[src/rtl/stream_packer.sv]
// stream_packer: packs ratio_p consecutive width_p-bit stream words into one
// (ratio_p*width_p)-bit word. Lane 0 is the least significant lane. The output
// side is a registered valid/ready stage that holds its word while the
// consumer stalls.
// Optional feature macro: STREAM_PACKER_LAST_EN adds last_i / keep_o. With it,
// a word accepted with last_i=1 closes a partial word. Unfilled lanes are zero
// and are masked off in keep_o.
module stream_packer #(
  parameter int width_p = 8,
  parameter int ratio_p = 4
) (
  input  logic                         clk_i,
  input  logic                         reset_ni,
  input  logic [width_p-1:0]           data_i,
  input  logic                         valid_i,
  output logic                         ready_o,
  output logic [ratio_p*width_p-1:0]   data_o,
  output logic                         valid_o,
`ifdef STREAM_PACKER_LAST_EN
  input  logic                         last_i,
  output logic [ratio_p-1:0]           keep_o,
`endif
  input  logic                         ready_i
);

  localparam int CNT_W = (ratio_p > 1) ? $clog2(ratio_p) : 1;
  localparam int OUT_W = ratio_p * width_p;
  localparam logic [CNT_W-1:0] LAST_LANE = CNT_W'(ratio_p - 1);

  // Lane counter, assembly buffer and registered output stage.
  logic [CNT_W-1:0]   r_count;
  logic [OUT_W-1:0]   r_asm;
  logic [OUT_W-1:0]   r_data;
  logic               r_valid;
`ifdef STREAM_PACKER_LAST_EN
  logic [ratio_p-1:0] r_keep;
  logic [ratio_p-1:0] w_keep_next;
`endif

  logic               w_last;
  logic               w_final_lane;
  logic               w_ready;
  logic               w_accept;
  logic               w_complete;
  logic               w_consume;
  logic [OUT_W-1:0]   w_asm_next;

`ifdef STREAM_PACKER_LAST_EN
  assign w_last = last_i;
`else
  assign w_last = 1'b0;
`endif

  // Only a completing word can be back-pressured. A completing word is the
  // one that fills the top lane, or one marked last. Every other lane keeps
  // filling while the output is held.
  assign w_final_lane = (r_count == LAST_LANE);
  assign w_ready      = (~w_final_lane & ~w_last) | ~r_valid | ready_i;
  assign w_accept     = valid_i & w_ready;
  assign w_complete   = w_accept & (w_final_lane | w_last);
  assign w_consume    = r_valid & ready_i;

  // Assembly buffer with the incoming word merged into the current lane.
  always_comb begin
    w_asm_next = r_asm;
    for (int k = 0; k < ratio_p; k++) begin
      if (k == int'(r_count)) begin
        w_asm_next[k*width_p +: width_p] = data_i;
      end else begin
        w_asm_next[k*width_p +: width_p] = r_asm[k*width_p +: width_p];
      end
    end
  end

`ifdef STREAM_PACKER_LAST_EN
  // Lane mask for a word that completes now: lanes 0..r_count are filled.
  always_comb begin
    w_keep_next = {ratio_p{1'b0}};
    for (int k = 0; k < ratio_p; k++) begin
      if (k <= int'(r_count)) begin
        w_keep_next[k] = 1'b1;
      end else begin
        w_keep_next[k] = 1'b0;
      end
    end
  end
`endif

  // Fill lanes on accept, hand complete words to the output stage, retire on consume.
  always_ff @(posedge clk_i) begin
    if (!reset_ni) begin
      r_count <= {CNT_W{1'b0}};
      r_asm   <= {OUT_W{1'b0}};
      r_data  <= {OUT_W{1'b0}};
      r_valid <= 1'b0;
`ifdef STREAM_PACKER_LAST_EN
      r_keep  <= {ratio_p{1'b0}};
`endif
    end else if (w_complete) begin
      // Completion wins over a same-cycle consume so back-to-back words
      // stream without a bubble. The assembly buffer is cleared so that lanes
      // left unfilled by an early last word read as zero.
      r_data  <= w_asm_next;
      r_valid <= 1'b1;
      r_asm   <= {OUT_W{1'b0}};
      r_count <= {CNT_W{1'b0}};
`ifdef STREAM_PACKER_LAST_EN
      r_keep  <= w_keep_next;
`endif
    end else begin
      if (w_accept) begin
        r_asm   <= w_asm_next;
        r_count <= r_count + CNT_W'(1);
      end else begin
        r_asm   <= r_asm;
        r_count <= r_count;
      end
      // data_o keeps its stale value after a consume; only valid drops.
      if (w_consume) begin
        r_valid <= 1'b0;
      end else begin
        r_valid <= r_valid;
      end
    end
  end

  assign ready_o = w_ready;
  assign data_o  = r_data;
  assign valid_o = r_valid;
`ifdef STREAM_PACKER_LAST_EN
  assign keep_o  = r_keep;
`endif

endmodule
[config.mk]
export PLATFORM = sky130hd
export DESIGN_NAME = stream_packer
export DESIGN_NICKNAME = d
export VERILOG_FILES = /design/src/rtl/stream_packer.sv
export SDC_FILE = /design/constraint.sdc
export NUM_CORES = 1
export LEC_CHECK = 0
export CORE_ASPECT_RATIO = 1.1
export CORE_MARGIN = 2
export CORE_UTILIZATION = 30
export DETAILED_ROUTE_END_ITERATION = 16
export PLACE_DENSITY = 0.6
export SLEW_MARGIN = 20
export SYNTH_ARGS = -nofsm -noshare
export SYNTH_HDL_FRONTEND = slang
export SYNTH_SLANG_ARGS = --single-unit
[constraint.sdc]
create_clock -name clk_i -period 1.58 [get_ports clk_i]
set_input_delay 0.395 -clock clk_i [delete_from_list [all_inputs] [get_ports clk_i]]
set_output_delay 0.395 -clock clk_i [all_outputs]
set_load 0.02 [all_outputs]
==> out/qor.yml, run 1 <==
global_routing:
  grt_pass1_vias: 2114
  grt_usage: 0.151
  grt_max_degree: 43
  grt_overflow: 0
  grt_first_pass_wirelength_um: 11200
  grt_antenna_before_repair: 0
critical_path:
  crit_fanout: 2
  critPathLaunch: "r_count[0]$_SDFFE_PP0P_"
  required_ns: 1.18
  critPathCaptureType: "output pin"
  arrival_ns: 1.18
  crit-reg2reg-launch: "r_count[0]$_SDFFE_PP0P_"
  crit_buf_inv: 2
  crit_path_max_incr_delay_ns: 0.36
  critPathSlowestCell: "dfxtp_2"
  path_cells: "ha_4, and3b_1, inv_2, buf_6"
  critPathLaunchType: "flip-flop"
  path_class: "reg2out"
  path_delay_family: "flip-flops"
layout:
  antenna_cells: 0
  final.fill_count: 882
  finalNetCount: 335
  synthToLayoutAreaGrowth_pct: 31.9
  final_cells: 438
  drive_above_1_share: 0.173
floorplanning:
  start_util: 0.307
  chipHeight_um: 103
  fp.dieW_um: 94.4
  die_area_um2: 9770
  core-area_um2: 8780
  rows: 36
  io-pin-count: 46
yosys:
  yosysUniqueCellTypes: 23
  ys.flop_type: "dfxtp_1"
  synth_area_leaders: "dfxtp_1 (44%), mux2i_1 (18%), o211ai_1 (8.9%)"
  synth_cells: 271
  synth_top_area_share: 0.438
  synth_top_cells_by_count: "dfxtp_1 (59), mux2i_1 (48), a21oi_1 (35)"
  yosysMostFrequentCell: "dfxtp_1"
  avgSynthCellArea_um2: 9.96
  ys_async_sr_fraction: 0
  synth_fp_nets: 287
  yosysWarnings: 0
  synth-seq-cells: 59
  synth-edff-count: 0
  yosysSeqAreaShare: 0.438
  yosys.area.top_type: "dfxtp_1"
  netlist_area_um2: 2700
sta:
  fin_skew_ns: 0.00853
  fmax_mhz: 636
  slew_violations: 0
  finalHoldViolCount: 0
  relSlewSlack: 0.621
  fin_crit_sh: 0.996
  setup_violations: 0
  finalSetupTns_ns: 0
  rsz0062_at_grt: "yes"
  finalCriticalPeriod_ns: 1.57
  worstMarginPinSlew_ns: 0.567
clock_network:
  htree_levels: 3
  cts_tree: "built"
  worstSkewPairLatency_ns: 0.34
  post_cts.repair.setup_buffers: 0
  clock_path_buffers: 2
  clk_pin_slew_worst_paths_ns: 0.07
  cts_buffers: 9
  numClockSinks: 59
  root_buffer: "clkbuf_8"
placement:
  io_buffers: 45
  place.gp.congestion: 0.824
  detailed_place_hpwl_um: 4790
  placed_cells: 421
detailed_routing:
  via_per_inst: 5.20
  wl_um: 7000
  wl_per_cell_um: 16.0
  drt-initial-drc-count: 132
  vias: 2277
  drt_pass1_iterations: 4
  drc_errors: 0
  route.antenna.remaining_nets: 0
pwr:
  p_per_area_nw_per_um2: 866
  irDropWorstVdd_v: 0.000280
  fin_total_pwr_mw: 3.08
  leakagePower_nw: 1.47
run:
  maxCapViolations: 0
status:
  status: "finished clean"
min_path:
  min-delay-start: "data_o[31]$_SDFFE_PN0P_"
  hold_class: "reg2reg"
## repair_timing
action | CTS | global route
pin swaps | 0 | 1
resized for setup | 45 | 8
setup endpoints to repair | 64 | 38
gates cloned | 0 | 1
hold buffers | 0 | 0
## worst register-to-register path: stages (launching register included)
cell and delay [ns]:
dfxtp_2 0.34, buf_4 0.14, inv_1 0.09, ha_1 0.19, buf_4 0.17, mux2i_1 0.32
a211oi_1 0.12
## per-stage QoR
| stage | util | cell area, um2 | worst slack, ns | hold slack, ns |
|---|---|---|---|---|
| 2_1_floorplan | - | 2700 | 0.157 | 0.478 |
| 3_3_place_gp | 0.384 | 3370 | -0.530 | 0.467 |
| 3_5_place_dp | 0.384 | 3370 | -0.577 | 0.469 |
| 4_1_cts | 0.399 | 3510 | -0.0359 | 0.476 |
| 5_1_grt | 0.405 | 3560 | -0.0477 | 0.502 |
| 6_report | 0.405 | 3560 | 0.00666 | 0.474 |
## worst paths after layout
check	slack, ns	cells past startpoint	endpoint
max	0.007	4	ready_o
min	0.47	2	data_o[31]$_SDFFE_PN0P_
max reg2reg	0.06	6	data_o[5]$_SDFFE_PN0P_
min reg2reg	0.47	2	data_o[31]$_SDFFE_PN0P_
## cells by family (layout without fill, tap and decap cells)
logic type      after synthesis  in the layout  synth area share
compound gates              102            102             0.245
fa+ha+maj                     4              4            0.0185
simple gates                 21             21            0.0473
flops                        59             59             0.438
buf+inv                      37             90            0.0737
mux                          48             48             0.178
## state kept, by name (all words and copies together), names as in the netlist
name,cells
r_count,2
r_asm,24
data_o,32
valid_o,1
## routing by layer
metal / track usage / wire, um
met5: 0 / 0
met2: 0.226 / 3250
met3: 0.0312 / 304
met4: 0.0847 / 170
met1: 0.203 / 3280
## cell type report
class | instances | area (um2) | area share
clock buffers | 10 | 128 | 0.0359
clock inverters | 6 | 32.5 | 0.00914
inverters | 5 | 18.8 | 0.00527
multi-input cells | 175 | 1350 | 0.380
flip-flops and latches | 59 | 1180 | 0.333
well taps | 114 | 143 | 0.0401
repair buffers | 69 | 702 | 0.197
## where the power goes
group	total, mW	leakage, nW	switching, mW	internal, mW
Clock	1.15	0.0856	0.596	0.554
Combinational	0.379	0.903	0.204	0.176
Sequential	1.55	0.478	0.0226	1.53
Total	3.08	1.47	0.822	2.26
## placed cells by master (no fill, tap or decap), drive strengths merged
master / count
ha: 4
o21ai: 11
clkdlybuf4s50: 10
mux2i: 48
nand2b: 1
nand2: 1
and3b: 1
inv: 5
and2: 1
and3: 2
dlygate4sd2: 34
nand3: 13
clkinvlp: 1
nor2b: 1
a211oi: 24
o211ai: 32
nor2: 1
clkbuf: 11
clkinv: 5
dfxtp: 59
buf: 24
a21oi: 35
Power figures use the tool's default switching activity.
==> run 2, diff against run 1 <==
--- a/config.mk
+++ b/config.mk
@@ -9,7 +9,9 @@
 export CORE_MARGIN = 2
 export CORE_UTILIZATION = 30
 export DETAILED_ROUTE_END_ITERATION = 16
+export MAX_ROUTING_LAYER = met4
 export PLACE_DENSITY = 0.6
+export RECOVER_POWER = 50
 export SLEW_MARGIN = 20
 export SYNTH_ARGS = -nofsm -noshare
 export SYNTH_HDL_FRONTEND = slang
==> run 2 against run 1 <==
Against the previous run: worst setup slack barely moved; design area barely moved; final cell count did not move; sequential share of layout area barely moved; critical endpoint unchanged; register-to-register slack barely moved; clock power barely moved; largest power group unchanged; critical path type unchanged; core utilization barely moved; routed wire length rose by 0.27%; fmax barely moved; total power barely moved.
==> out/qor.yml, run 2 (synthesized netlist as in run 1, its figures left out) <==
status:
  status: "finished clean"
critical_path:
  crit_fanout: 2  # unchanged
  critPathCaptureType: "output pin"
  required_ns: 1.18  # about the same
  path_class: "reg2out"
  arrival_ns: 1.18  # about the same
  critPathLaunchType: "flip-flop"
pwr:
  p_seq_frac: 0.504  # about the same
  p_per_area_nw_per_um2: 866  # about the same
  p_int_mw: 2.26  # about the same
  combPwrFrac: 0.123  # about the same
  fin_total_pwr_mw: 3.08  # about the same
  leakagePower_nw: 1.47  # about the same
  power.share.clock: 0.373  # about the same
  p_switching_uw: 823  # about the same
  irDropWorstVdd_v: 0.000280  # +0.20%
  switching_share: 0.267  # about the same
sta:
  finalCriticalPeriod_ns: 1.57  # -0.0000313 ns
  worstMarginPinSlew_ns: 0.567  # +0.000397 ns
  layout_setup_ws_ns: 0.00669  # +0.0000313 ns
  fmax_mhz: 636  # about the same
  slew_violations: 0  # unchanged
  fin_crit_sh: 0.996  # about the same
  finalHoldViolCount: 0  # unchanged
  fin_skew_ns: 0.00787  # -0.000659 ns
  relSlewSlack: 0.621  # about the same
  finalSetupTns_ns: 0  # unchanged
  setup_violations: 0  # unchanged
  rsz0062_at_grt: "yes"
floorplanning:
  fp.dieW_um: 94.4  # unchanged
  chipHeight_um: 103  # unchanged
  start_util: 0.307  # unchanged
  io-pin-count: 46  # unchanged
  core-area_um2: 8780  # unchanged
  die_area_um2: 9770  # unchanged
  rows: 36  # unchanged
layout:
  antenna_cells: 0  # unchanged
  drive_above_1_share: 0.170  # -0.00309
  layout_commonest_cell: "dfxtp_1"
  stdcell_area_um2: 3560  # about the same
  most-common-layout-cells: "dfxtp_1 (57), mux2i_1 (46), a21oi_1 (35), dlygate4sd2_1 (34), o211ai_1 (32)"
  largest_register_ffs: 32  # unchanged
  synthToLayoutAreaGrowth_pct: 31.8  # about the same
  finalNetCount: 335  # unchanged
  fin_util: 0.405  # about the same
detailed_routing:
  drc_errors: 0  # unchanged
  via_per_inst: 5.13  # -1.3%
  drt-initial-drc-count: 89  # -33%
  vias: 2248  # -1.3%
  wl_per_cell_um: 16.0  # +0.27%
  wl_um: 7020  # +0.27%
  route.antenna.remaining_nets: 0  # unchanged
  drt_pass1_iterations: 4  # unchanged
clock_network:
  worstSkewPairLatency_ns: 0.34  # about the same
  htree_levels: 3  # unchanged
  hold_buffers: 0  # unchanged
  numClockSinks: 59  # unchanged
  cts_buffers: 9  # unchanged
  post_cts.repair.setup_buffers: 0  # unchanged
  root_buffer: "clkbuf_8"
  cts_tree: "built"
  clk_pin_slew_worst_paths_ns: 0.07  # about the same
  clock_path_buffers: 2  # unchanged
placement:
  post-place-ws_ns: -0.577  # unchanged
  io_buffers: 45  # unchanged
  detailed_place_hpwl_um: 4790  # unchanged
  place.gp.congestion: 0.837  # +1.5%
  placed_cell_area_um2: 3370  # unchanged
global_routing:
  grt_overflow: 0  # unchanged
  grt_usage: 0.155  # +0.00411
  grt_max_degree: 43  # unchanged
  grt_first_pass_wirelength_um: 11100  # -0.19%
  grt_antenna_before_repair: 0  # unchanged
  grt_pass1_vias: 2121  # +0.33%
min_path:
  hold_class: "reg2reg"
run:
  maxCapViolations: 0  # unchanged
-- run 2: cell type report --
type,instances,area (um2)
clock buffers,10,128
well taps,114,143
flip-flops and latches,59,1180
fillers,883,5230
inverters,5,18.8
multi-input cells,175,1350
repair buffers,69,702
clock inverters,6,32.5
-- run 2: critical path, cell delays in order (launching register included) --
cell	delay (ns)
dfxtp_2	0.35
ha_4	0.13
and3b_1	0.18
inv_2	0.05
buf_6	0.12
-- run 2: worst paths after layout --
kind	startpoint	to	slack, ns	cells after the start
setup / recovery	r_count[1]$_SDFFE_PP0P_	ready_o	0.007	4
hold / removal	data_o[31]$_SDFFE_PN0P_	data_o[31]$_SDFFE_PN0P_	0.47	2
setup reg to reg	r_count[0]$_SDFFE_PP0P_	data_o[5]$_SDFFE_PN0P_	0.05	6
hold reg to reg	data_o[31]$_SDFFE_PN0P_	data_o[31]$_SDFFE_PN0P_	0.47	2
-- run 2: timing repair --
| action | in CTS | in global routing |
|---|---|---|
| pin swaps | 0 | 1 |
| setup endpoints to repair | 64 | 38 |
| cloned | 0 | 1 |
| gates resized for setup | 45 | 8 |
-- run 2: metal layers --
metal | part of all wire | vias up | routed length [um] | track usage
li1 | - | 1113 | - | -
met1 | 0.48 | 1078 | 3340 | 0.202
met5 | 0 | - | 0 | -
met4 | 0.024 | 0 | 171 | 0.0847
met3 | 0.038 | 11 | 265 | 0.0283
met2 | 0.46 | 46 | 3240 | 0.229
-- run 2: metrics by stage --
| step | std cells | hold WS [ns] |
|---|---|---|
| detailed placement | 421 | 0.469 |
| CTS | 437 | 0.476 |
| global route | 438 | 0.502 |
| floorplan | 271 | 0.478 |
| finish | 438 | 0.474 |
| global placement | 421 | 0.467 |
-- run 2: power groups by stage --
stage,Sequential (mW),Clock (mW),Combinational (mW)
after CTS,1.55,1.17,0.374
final,1.55,1.15,0.379
after global placement,1.58,0,0.377
after floorplan,1.59,0,0.209
after global routing,1.56,1.24,0.406
after detailed placement,1.58,0,0.378
==> run 3, diff against run 2 <==
--- a/config.mk
+++ b/config.mk
@@ -8,6 +8,7 @@
 export CORE_ASPECT_RATIO = 1.1
 export CORE_MARGIN = 2
 export CORE_UTILIZATION = 30
+export CTS_CLUSTER_DIAMETER = 150
 export DETAILED_ROUTE_END_ITERATION = 16
 export MAX_ROUTING_LAYER = met4
 export PLACE_DENSITY = 0.6
==> results of run 3 <==
No change in the layout: final DEF, timing and power equal those of run 2.
